## config.mk

```make
export PLATFORM = sky130hd
export DESIGN_NAME = blink_monitor
export DESIGN_NICKNAME = d
export VERILOG_FILES = /design/src/rtl/blink_mon_pkg.sv /design/src/rtl/rise_detect.sv /design/src/rtl/blink_monitor.sv
export SDC_FILE = /design/constraint.sdc
export NUM_CORES = 1
export LEC_CHECK = 0
export CAP_MARGIN = 20
export CORE_UTILIZATION = 53
export DETAILED_ROUTE_END_ITERATION = 10
export PLACE_DENSITY = 0.77
export SLEW_MARGIN = 0
export SYNTH_ARGS = -nofsm -noshare
export SYNTH_HDL_FRONTEND = slang
export SYNTH_HIERARCHICAL = 1
export SYNTH_SLANG_ARGS = --single-unit
```

## constraint.sdc

```tcl
create_clock -name clk_edge -period 3.25 [get_ports clk_edge]
set_input_delay 0.8125 -clock clk_edge [delete_from_list [all_inputs] [get_ports clk_edge]]
set_output_delay 0.8125 -clock clk_edge [all_outputs]
set_load 0.05 [all_outputs]
```

## src/rtl/blink_mon_pkg.sv

```systemverilog
// Shared types and constants for the blink_monitor blink-line checker.
// Optional statistics outputs are enabled with BLINK_MON_STATS_EN.
package blink_mon_pkg;

  typedef enum logic [1:0] {
    IDLE    = 2'd0,
    ARMED   = 2'd1,
    MEASURE = 2'd2,
    LOCKED  = 2'd3
  } state_e;

  localparam int MISMATCH_CNT_W = 8;
  localparam int RUN_W          = 4;

  localparam logic [MISMATCH_CNT_W-1:0] MISMATCH_CNT_MAX = 8'hFF;
  localparam logic [MISMATCH_CNT_W-1:0] MISMATCH_CNT_ONE = 8'h01;

  function automatic logic [MISMATCH_CNT_W-1:0] sat_inc_mcnt(input logic [MISMATCH_CNT_W-1:0] v);
    if (v == MISMATCH_CNT_MAX) begin
      return v;
    end else begin
      return v + MISMATCH_CNT_ONE;
    end
  endfunction

endpackage

```

## src/rtl/rise_detect.sv

```systemverilog
// Rising-edge detector for the blink line; prev is cleared by reset and by clear.
module rise_detect
  import blink_mon_pkg::*;
(
  input  logic clk_edge,
  input  logic rstbtn,
  input  logic clear,
  input  logic d,
  output logic rise
);

  logic prev_q;

  // previous sample of the line
  always_ff @(posedge clk_edge or posedge rstbtn) begin
    if (rstbtn) begin
      prev_q <= 1'b0;
    end else if (clear) begin
      prev_q <= 1'b0;
    end else begin
      prev_q <= d;
    end
  end

  assign rise = d & ~prev_q;

endmodule

```

## src/rtl/blink_monitor.sv

```systemverilog
// Blink-line interval checker: measures rise-to-rise intervals, locks, counts mismatches, times out.
// Define BLINK_MON_STATS_EN to add min_period/max_period outputs.
module blink_monitor
  import blink_mon_pkg::*;
#(
  parameter int CNT_W      = 8,
  parameter int LOCK_COUNT = 3,
  parameter int TIMEOUT    = 200
) (
  input  logic                      clk_edge,
  input  logic                      rstbtn,
  input  logic                      blink_in,
  input  logic                      clear,
  input  logic [CNT_W-1:0]          expected_interval,
  output logic [CNT_W-1:0]          period_out,
  output logic                      period_valid,
  output logic                      locked,
  output logic                      mismatch,
  output logic                      timeout,
  output logic [MISMATCH_CNT_W-1:0] mismatch_count
`ifdef BLINK_MON_STATS_EN
  ,
  output logic [CNT_W-1:0]          min_period,
  output logic [CNT_W-1:0]          max_period
`endif
);

  localparam logic [CNT_W-1:0] CNT_MAX   = {CNT_W{1'b1}};
  localparam logic [CNT_W-1:0] CNT_ONE   = CNT_W'(1);
  localparam logic [CNT_W-1:0] TIMEOUT_V = CNT_W'(TIMEOUT);
  localparam logic [RUN_W-1:0] LOCK_V    = RUN_W'(LOCK_COUNT);
  localparam logic [RUN_W-1:0] RUN_ONE   = RUN_W'(1);

  state_e                      state_q, state_d;
  logic [CNT_W-1:0]            cnt_q, cnt_d;
  logic [RUN_W-1:0]            run_q, run_d;
  logic [CNT_W-1:0]            period_q, period_d;
  logic                        pvalid_q, pvalid_d;
  logic                        mism_q, mism_d;
  logic                        tout_q, tout_d;
  logic                        locked_q, locked_d;
  logic [MISMATCH_CNT_W-1:0]   mcnt_q, mcnt_d;

  logic                        rise_s;
  logic [CNT_W:0]              meas_s;
  logic                        match_s;
  logic                        report_s;
  logic                        miss_s;
  logic                        tout_set_s;
  logic                        tout_clr_s;

  rise_detect u_rise (
    .clk_edge (clk_edge),
    .rstbtn   (rstbtn),
    .clear    (clear),
    .d        (blink_in),
    .rise     (rise_s)
  );

  // widened so a zero expectation can never match
  assign meas_s  = {1'b0, cnt_q} + {{CNT_W{1'b0}}, 1'b1};
  assign match_s = (meas_s == {1'b0, expected_interval});

  // saturating interval counter
  always_comb begin
    cnt_d = cnt_q;
    if (rise_s) begin
      cnt_d = '0;
    end else if (cnt_q == CNT_MAX) begin
      cnt_d = cnt_q;
    end else begin
      cnt_d = cnt_q + CNT_ONE;
    end
  end

  // next state, lock run and event decode
  always_comb begin
    state_d    = state_q;
    run_d      = run_q;
    report_s   = 1'b0;
    miss_s     = 1'b0;
    tout_set_s = 1'b0;
    tout_clr_s = 1'b0;
    case (state_q)
      IDLE: begin
        if (rise_s) begin
          state_d    = ARMED;
          tout_clr_s = 1'b1;
        end else begin
          state_d = IDLE;
        end
      end
      ARMED, MEASURE, LOCKED: begin
        if (rise_s) begin
          report_s = 1'b1;
          if (!match_s) begin
            miss_s  = 1'b1;
            run_d   = '0;
            state_d = MEASURE;
          end else if (state_q == LOCKED) begin
            state_d = LOCKED;
          end else if ((run_q + RUN_ONE) == LOCK_V) begin
            run_d   = run_q + RUN_ONE;
            state_d = LOCKED;
          end else begin
            run_d   = run_q + RUN_ONE;
            state_d = MEASURE;
          end
        end else if (cnt_q == TIMEOUT_V) begin
          state_d    = IDLE;
          run_d      = '0;
          tout_set_s = 1'b1;
        end else begin
          state_d = state_q;
        end
      end
      default: begin
        state_d = IDLE;
        run_d   = '0;
      end
    endcase
  end

  // registered output next values
  always_comb begin
    period_d = report_s ? meas_s[CNT_W-1:0] : period_q;
    pvalid_d = report_s;
    mism_d   = miss_s;
    locked_d = (state_d == LOCKED);
    if (miss_s) begin
      mcnt_d = sat_inc_mcnt(mcnt_q);
    end else begin
      mcnt_d = mcnt_q;
    end
    if (tout_set_s) begin
      tout_d = 1'b1;
    end else if (tout_clr_s) begin
      tout_d = 1'b0;
    end else begin
      tout_d = tout_q;
    end
  end

  // state and datapath registers
  always_ff @(posedge clk_edge or posedge rstbtn) begin
    if (rstbtn) begin
      state_q  <= IDLE;
      cnt_q    <= '0;
      run_q    <= '0;
      period_q <= '0;
      pvalid_q <= 1'b0;
      mism_q   <= 1'b0;
      tout_q   <= 1'b0;
      locked_q <= 1'b0;
      mcnt_q   <= '0;
    end else if (clear) begin
      state_q  <= IDLE;
      cnt_q    <= '0;
      run_q    <= '0;
      period_q <= '0;
      pvalid_q <= 1'b0;
      mism_q   <= 1'b0;
      tout_q   <= 1'b0;
      locked_q <= 1'b0;
      mcnt_q   <= '0;
    end else begin
      state_q  <= state_d;
      cnt_q    <= cnt_d;
      run_q    <= run_d;
      period_q <= period_d;
      pvalid_q <= pvalid_d;
      mism_q   <= mism_d;
      tout_q   <= tout_d;
      locked_q <= locked_d;
      mcnt_q   <= mcnt_d;
    end
  end

  assign period_out     = period_q;
  assign period_valid   = pvalid_q;
  assign mismatch       = mism_q;
  assign timeout        = tout_q;
  assign locked         = locked_q;
  assign mismatch_count = mcnt_q;

`ifdef BLINK_MON_STATS_EN
  logic [CNT_W-1:0] min_q, min_d;
  logic [CNT_W-1:0] max_q, max_d;

  // extremes over reported intervals
  always_comb begin
    min_d = min_q;
    max_d = max_q;
    if (report_s && (meas_s[CNT_W-1:0] < min_q)) begin
      min_d = meas_s[CNT_W-1:0];
    end else begin
      min_d = min_q;
    end
    if (report_s && (meas_s[CNT_W-1:0] > max_q)) begin
      max_d = meas_s[CNT_W-1:0];
    end else begin
      max_d = max_q;
    end
  end

  // statistics registers
  always_ff @(posedge clk_edge or posedge rstbtn) begin
    if (rstbtn) begin
      min_q <= CNT_MAX;
      max_q <= '0;
    end else if (clear) begin
      min_q <= CNT_MAX;
      max_q <= '0;
    end else begin
      min_q <= min_d;
      max_q <= max_d;
    end
  end

  assign min_period = min_q;
  assign max_period = max_q;
`endif

endmodule

```

Yosys cells after proc, flatten, opt, wreduce, memory -nomap -nowiden:

Index checks and enable logic that the tools add are counted.
W data, S select, Z words.

* register bits: 35
* bits of input ports: 12

* $add $sub $neg: 4
* eq/ne operators: 12
* muxes and demuxes: 38
* bitwise gates (word level): 2
* reductions and logical operators: 9

Operators by type and width (number)
* $mux W8: 8
* $eq A8 B8 Y1 const B: 3
* $mux W4: 6
* $mux W1: 20
* $add A8 B1 Y8 const B: 2
* $add A8 B1 Y9 const B: 1
* $eq A9 B8 Y1: 1
* $eq A2 B2 Y1 const B: 3
* $mux W2: 3
* $reduce_bool A2 Y1: 3
* $reduce_bool A3 Y1: 2
* $add A4 B1 Y4 const B: 1
* $eq A4 B2 Y1 const B: 1
* $ne A4 B4 Y1 const B: 1
* $pmux W2 S2: 1
* $ne A3 B3 Y1 const B: 1
* $reduce_and A3 Y1: 1
* $reduce_or A3 Y1: 1
* $eq A2 B1 Y1 const B: 1
* $logic_not A2 Y1: 1
* $ne A2 B2 Y1 const B: 1
* $reduce_and A2 Y1: 1
* $and A1 B1 Y1: 1
* $not A1 Y1: 1

Logic depth before layout (Yosys ltp):

* depth in word-level cells: 9
* mapped depth: 9

Cells and area by module:

Netlist, hierarchy kept.

Modules (own cells, without submodules)
* blink_monitor: instances 1, cells an instance 209, area an instance 1958.1 µm², sequential area each 850.8 µm²
* rise_detect: instances 1, cells an instance 4, area an instance 56.3 µm², sequential area each 25.0 µm²

Worst setup path before layout:

Ideal clock, no wire load.

* path type: reg-to-reg
* start point: register cnt_q[0]
* end point: register mcnt_q[2], in the netlist mismatch_count[2]
* setup time: 0.125 ns
* arrival: 2.154 ns
* setup slack: 0.972 ns
* cell stages (with the launch flop): 9
* buffers on the path: 1
* clock period less this slack: 2.278 ns
* path through: dfrtp_1 ha_1 and3_1 buf_6 a21o_1 a2111oi_4 o211ai_2 nand3_1 mux2_2

* word-level cells in the longest chain between the ends: 7

RTL lines
* start, declared: RTL line blink_monitor.sv:35 `logic [CNT_W-1:0] cnt_q, cnt_d;`
* start signal, assigned: RTL line blink_monitor.sv:168 `cnt_q <= cnt_d;`
* $add A8 B1 Y9: RTL line blink_monitor.sv:61 `assign meas_s = {1'b0, cnt_q} + {{CNT_W{1'b0}}, 1'b1};`
* $eq A9 B8 Y1: RTL line blink_monitor.sv:62 `assign match_s = (meas_s == {1'b0, expected_interval});`
* $mux W1: RTL line blink_monitor.sv:96 `if (!match_s) begin`
* $mux W1: RTL line blink_monitor.sv:94 `if (rise_s) begin`
* $mux W1: RTL line blink_monitor.sv:84 `case (state_q)`
* $reduce_bool A2 Y1 (no line)
* $reduce_and A2 Y1 (no line)
* end signal, assigned: RTL line blink_monitor.sv:175 `mcnt_q <= mcnt_d;`
* end, declared: RTL line blink_monitor.sv:42 `logic [MISMATCH_CNT_W-1:0] mcnt_q, mcnt_d;`

Every way passes these cells.
A chain may end at the register's enable or synchronous reset.

Worst setup path in the final report:

* start point: input expected_interval[6]
* end point: register locked_q, in the netlist locked

* word-level cells in the longest chain between the ends: 6

RTL lines
* start, declared: RTL line blink_monitor.sv:14 `input logic [CNT_W-1:0] expected_interval,`
* $eq A9 B8 Y1: RTL line blink_monitor.sv:62
* $mux W1: RTL line blink_monitor.sv:96
* $mux W2: RTL line blink_monitor.sv:94
* $pmux W2 S2: RTL line blink_monitor.sv:84
* $eq A2 B2 Y1: RTL line blink_monitor.sv:129 `locked_d = (state_d == LOCKED);`
* $mux W1: RTL line blink_monitor.sv:156 `end else if (clear) begin`
* end signal, assigned: RTL line blink_monitor.sv:174 `locked_q <= locked_d;`
* end, declared: RTL line blink_monitor.sv:41 `logic locked_q, locked_d;`

Every way passes these cells.

==> reports/qor.yml <==
run_status:
  status: "complete, no violations"
setup_path:
  crit_type: "input pin to flip-flop"
  endpoint: "locked"
  crit_start: "expected_interval[6]"
  endpoint_kind: "flip-flop"
  crit_fanout: 11
  crit_arrival_ns: 2.83
  regToRegSetupSlack_ns: 0.72
  r2r_cells: 7
  rr_endpoint: "locked"
  r2r-start: "cnt_q[0]"
  worstPathRequired_ns: 3.46
  start_kind: "input pin"
synth:
  synth_compound_area_frac: 0.181
  synthSimpleGateAreaFrac: 0.208
  synth_cells: 213
  yosys.area_share.adder: 0.0311
  yosysMostFrequentCell: "dfrtp_1"
  avgSynthCellArea_um2: 9.46
  synth_edf_count: 0
  synth_xor_area_frac: 0.0814
  ys_async_sr_fraction: 1.00
  synthTopCellsByCount: "35 x dfrtp_1, 24 x nor2_1, 20 x a21oi_1, 14 x nand2_1, 11 x xnor2_1"
  synth_area_leaders: "dfrtp_1 43%, a21oi_1 5.0%, xnor2_1 4.8%"
  netlist_area_um2: 2010
  synth-warning-count: 6
  synth_cell_types: 46
  synth_top_family_by_area: "simple AND/OR/NAND/NOR gates"
  synth_top_area_frac: 0.435
  synth-seq-cells: 35
  synth_nets: 230
  synth-seq-area-share: 0.435
  yosysTopAreaCell: "dfrtp_1"
  muxShareOfSynthArea: 0.0155
  synth-main-ff-cell: "dfrtp_1"
global_routing:
  grt_max_degree: 35
  antenna_found_initial: 0
  grt_usage: 0.232
  grt_overflow: 0
  grt_first_pass_wirelength_um: 7180
  grt_pass1_vias: 1556
clock_tree:
  clock_tree.buffer_depth: 2
  cts.sinks: 35
  cts_tree: "built"
  clk_latency_ns: 0.30
  post_cts_resized: 0
  post_cts_buffers: 0
  cts_max_level: 2
  clk_pin_slew_worst_paths_ns: 0.08
  cts-root-buf: "clkbuf_8"
  cts-hold-fix-buffers: 0
  cts_buffers: 5
placement:
  place_congestion: 0.808
  dp.final_hpwl_um: 2890
  io_buffers: 31
timing:
  fmax_mhz: 381
  fin_skew_ns: 0.00874
  finalSetupViolations: 0
  rsz0062_at_grt: "false"
  finalMaxSlewViolations: 0
  period_share: 0.807
  max_slew_margin: 0.551
  tns_ns: 0
  worstMarginPinSlew_ns: 0.669
  hold_viol_final: 0
  finalCriticalPeriod_ns: 2.62
drt:
  drt_pass1_iterations: 4
  wl_um: 4060
  antenna_left: 0
  vias: 1642
  wire_per_inst_um: 13.9
  vias_per_cell: 5.62
  drt_iter0_drc: 84
  drc: 0
power:
  p_int_uw: 661
  vdd_ir_drop_max_uv: 296
  p_per_area_nw_per_um2: 388
  pwr-share-clk: 0.346
  pwr-share-seq: 0.488
  power.leakage_uw: 0.000968
  total_power_uw: 947
  switchingPower_uw: 285
  combPwrFrac: 0.166
  swShare: 0.302
floorplanning:
  fp-row-count: 22
  die_area_um2: 4050
  initial_core_util: 0.550
  dieHeight_um: 63.7
  io_pins: 32
  design.core.area_um2: 3660
  fp.dieW_um: 63.7
cells_and_area:
  fin_nets: 260
  layout-drive-gt1-share: 0.0943
  seqCellArea_um2: 876
  area_growth_pct: 21.2
  fillCellCount: 301
  multi_input_area_um2: 1040
  n_antenna_cell: 0
min_path:
  hp-class: "flip-flop to flip-flop"
run:
  cap_violations: 0
## worst min path at each step
| stage | slack, ns | depth (start not counted) | to | startpoint |
|---|---|---|---|---|
| final | 0.52 | 2 | period_out[0] | period_out[0] |
| after CTS | 0.52 | 2 | period_out[0] | period_out[0] |
| after global routing | 0.55 | 2 | period_out[1] | period_out[1] |
| after global placement | 0.50 | 2 | period_out[0] | period_out[0] |
| after floorplan | 0.54 | 1 | u_rise/prev_q | rstbtn |
| after detailed placement | 0.50 | 2 | period_out[0] | period_out[0] |
## placed cells by master, fill, tap and decap left out, drive strengths merged, types with 2 or more instances in the layout
| master | instances |
|---|---|
| a211oi | 7 |
| a21o | 3 |
| a21oi | 20 |
| a31oi | 2 |
| and2 | 4 |
| and3 | 2 |
| buf | 3 |
| clkbuf | 5 |
| clkdlybuf4s50 | 31 |
| clkinvlp | 2 |
| dfrtp | 35 |
| ha | 5 |
| inv | 11 |
| mux2i | 2 |
| nand2 | 14 |
| nand2b | 2 |
| nand3 | 9 |
| nand4 | 3 |
| nand4b | 3 |
| nor2 | 26 |
| nor2b | 3 |
| nor3 | 6 |
| o21ai | 7 |
| o22a | 2 |
| o22ai | 2 |
| o31ai | 2 |
| o41ai | 2 |
| or4 | 3 |
| xnor2 | 13 |
| xor2 | 4 |
## critical path: stages
cell and delay (ns):
clkdlybuf4s50_1 0.47, xor2_1 0.19, nand4_1 0.17, a2111oi_4 0.41, o211a_1 0.44, nor2_4 0.09, nor4_2 0.25
## per-layer routing
| layer | global-route usage | wire [um] | vias up |
|---|---|---|---|
| met5 | 0 | 0 | - |
| met3 | 0.0507 | 165 | 5 |
| met2 | 0.374 | 1900 | 36 |
| met4 | 0.0909 | 63 | 0 |
| met1 | 0.302 | 1930 | 784 |
| li1 | - | - | 817 |
## area by class of cell
type | count | share of cell area
clock buffer | 5 | 0.0282
multi-input combinational | 157 | 0.427
sequential | 35 | 0.359
timing repair buffer | 34 | 0.136
clock inverter | 3 | 0.00974
tap | 48 | 0.0246
inverter | 10 | 0.0154
## power by group through the flow
stage / Clock (uW) / Sequential (uW) / Combinational [uW]
global placement: 0 / 470 / 157
floorplan: 0 / 500 / 73.4
finish: 328 / 462 / 158
detailed placement: 0 / 470 / 158
CTS: 332 / 461 / 159
global route: 356 / 463 / 171
## cells by family (layout without fill, tap and decap cells)
logic type | Yosys count | count (layout)
AND/OR/NAND/NOR | 79 | 79
AO/OA/AOI/OAI | 53 | 53
flip-flops | 35 | 35
buffers and inverters | 21 | 52
XOR/XNOR | 17 | 17
adder cells (fa/ha/maj) | 5 | 5
multiplexers | 3 | 3
## through the flow
| stage | utilization | hold WS (ns) | instances | worst slack (ns) | instance area (um2) |
|---|---|---|---|---|---|
| floorplan | - | 0.541 | 213 | 0.972 | 2010 |
| global placement | 0.641 | 0.504 | 284 | 0.368 | 2350 |
| detailed placement | 0.641 | 0.505 | 284 | 0.315 | 2350 |
| CTS | 0.667 | 0.523 | 292 | 0.616 | 2440 |
| global route | 0.667 | 0.553 | 292 | 0.493 | 2440 |
| finish | 0.667 | 0.521 | 292 | 0.627 | 2440 |
## state kept, by name, indices dropped and copies added, names as in the netlist
| signal | cells |
|---|---|
| cnt_q | 8 |
| mismatch_count | 8 |
| run_q | 4 |
| timeout | 1 |
| u_rise/prev_q | 1 |
| state_q | 2 |
| period_out | 8 |
| locked | 1 |
| period_valid | 1 |
| mismatch | 1 |
Note: power is estimated with default switching activity, not from simulation.
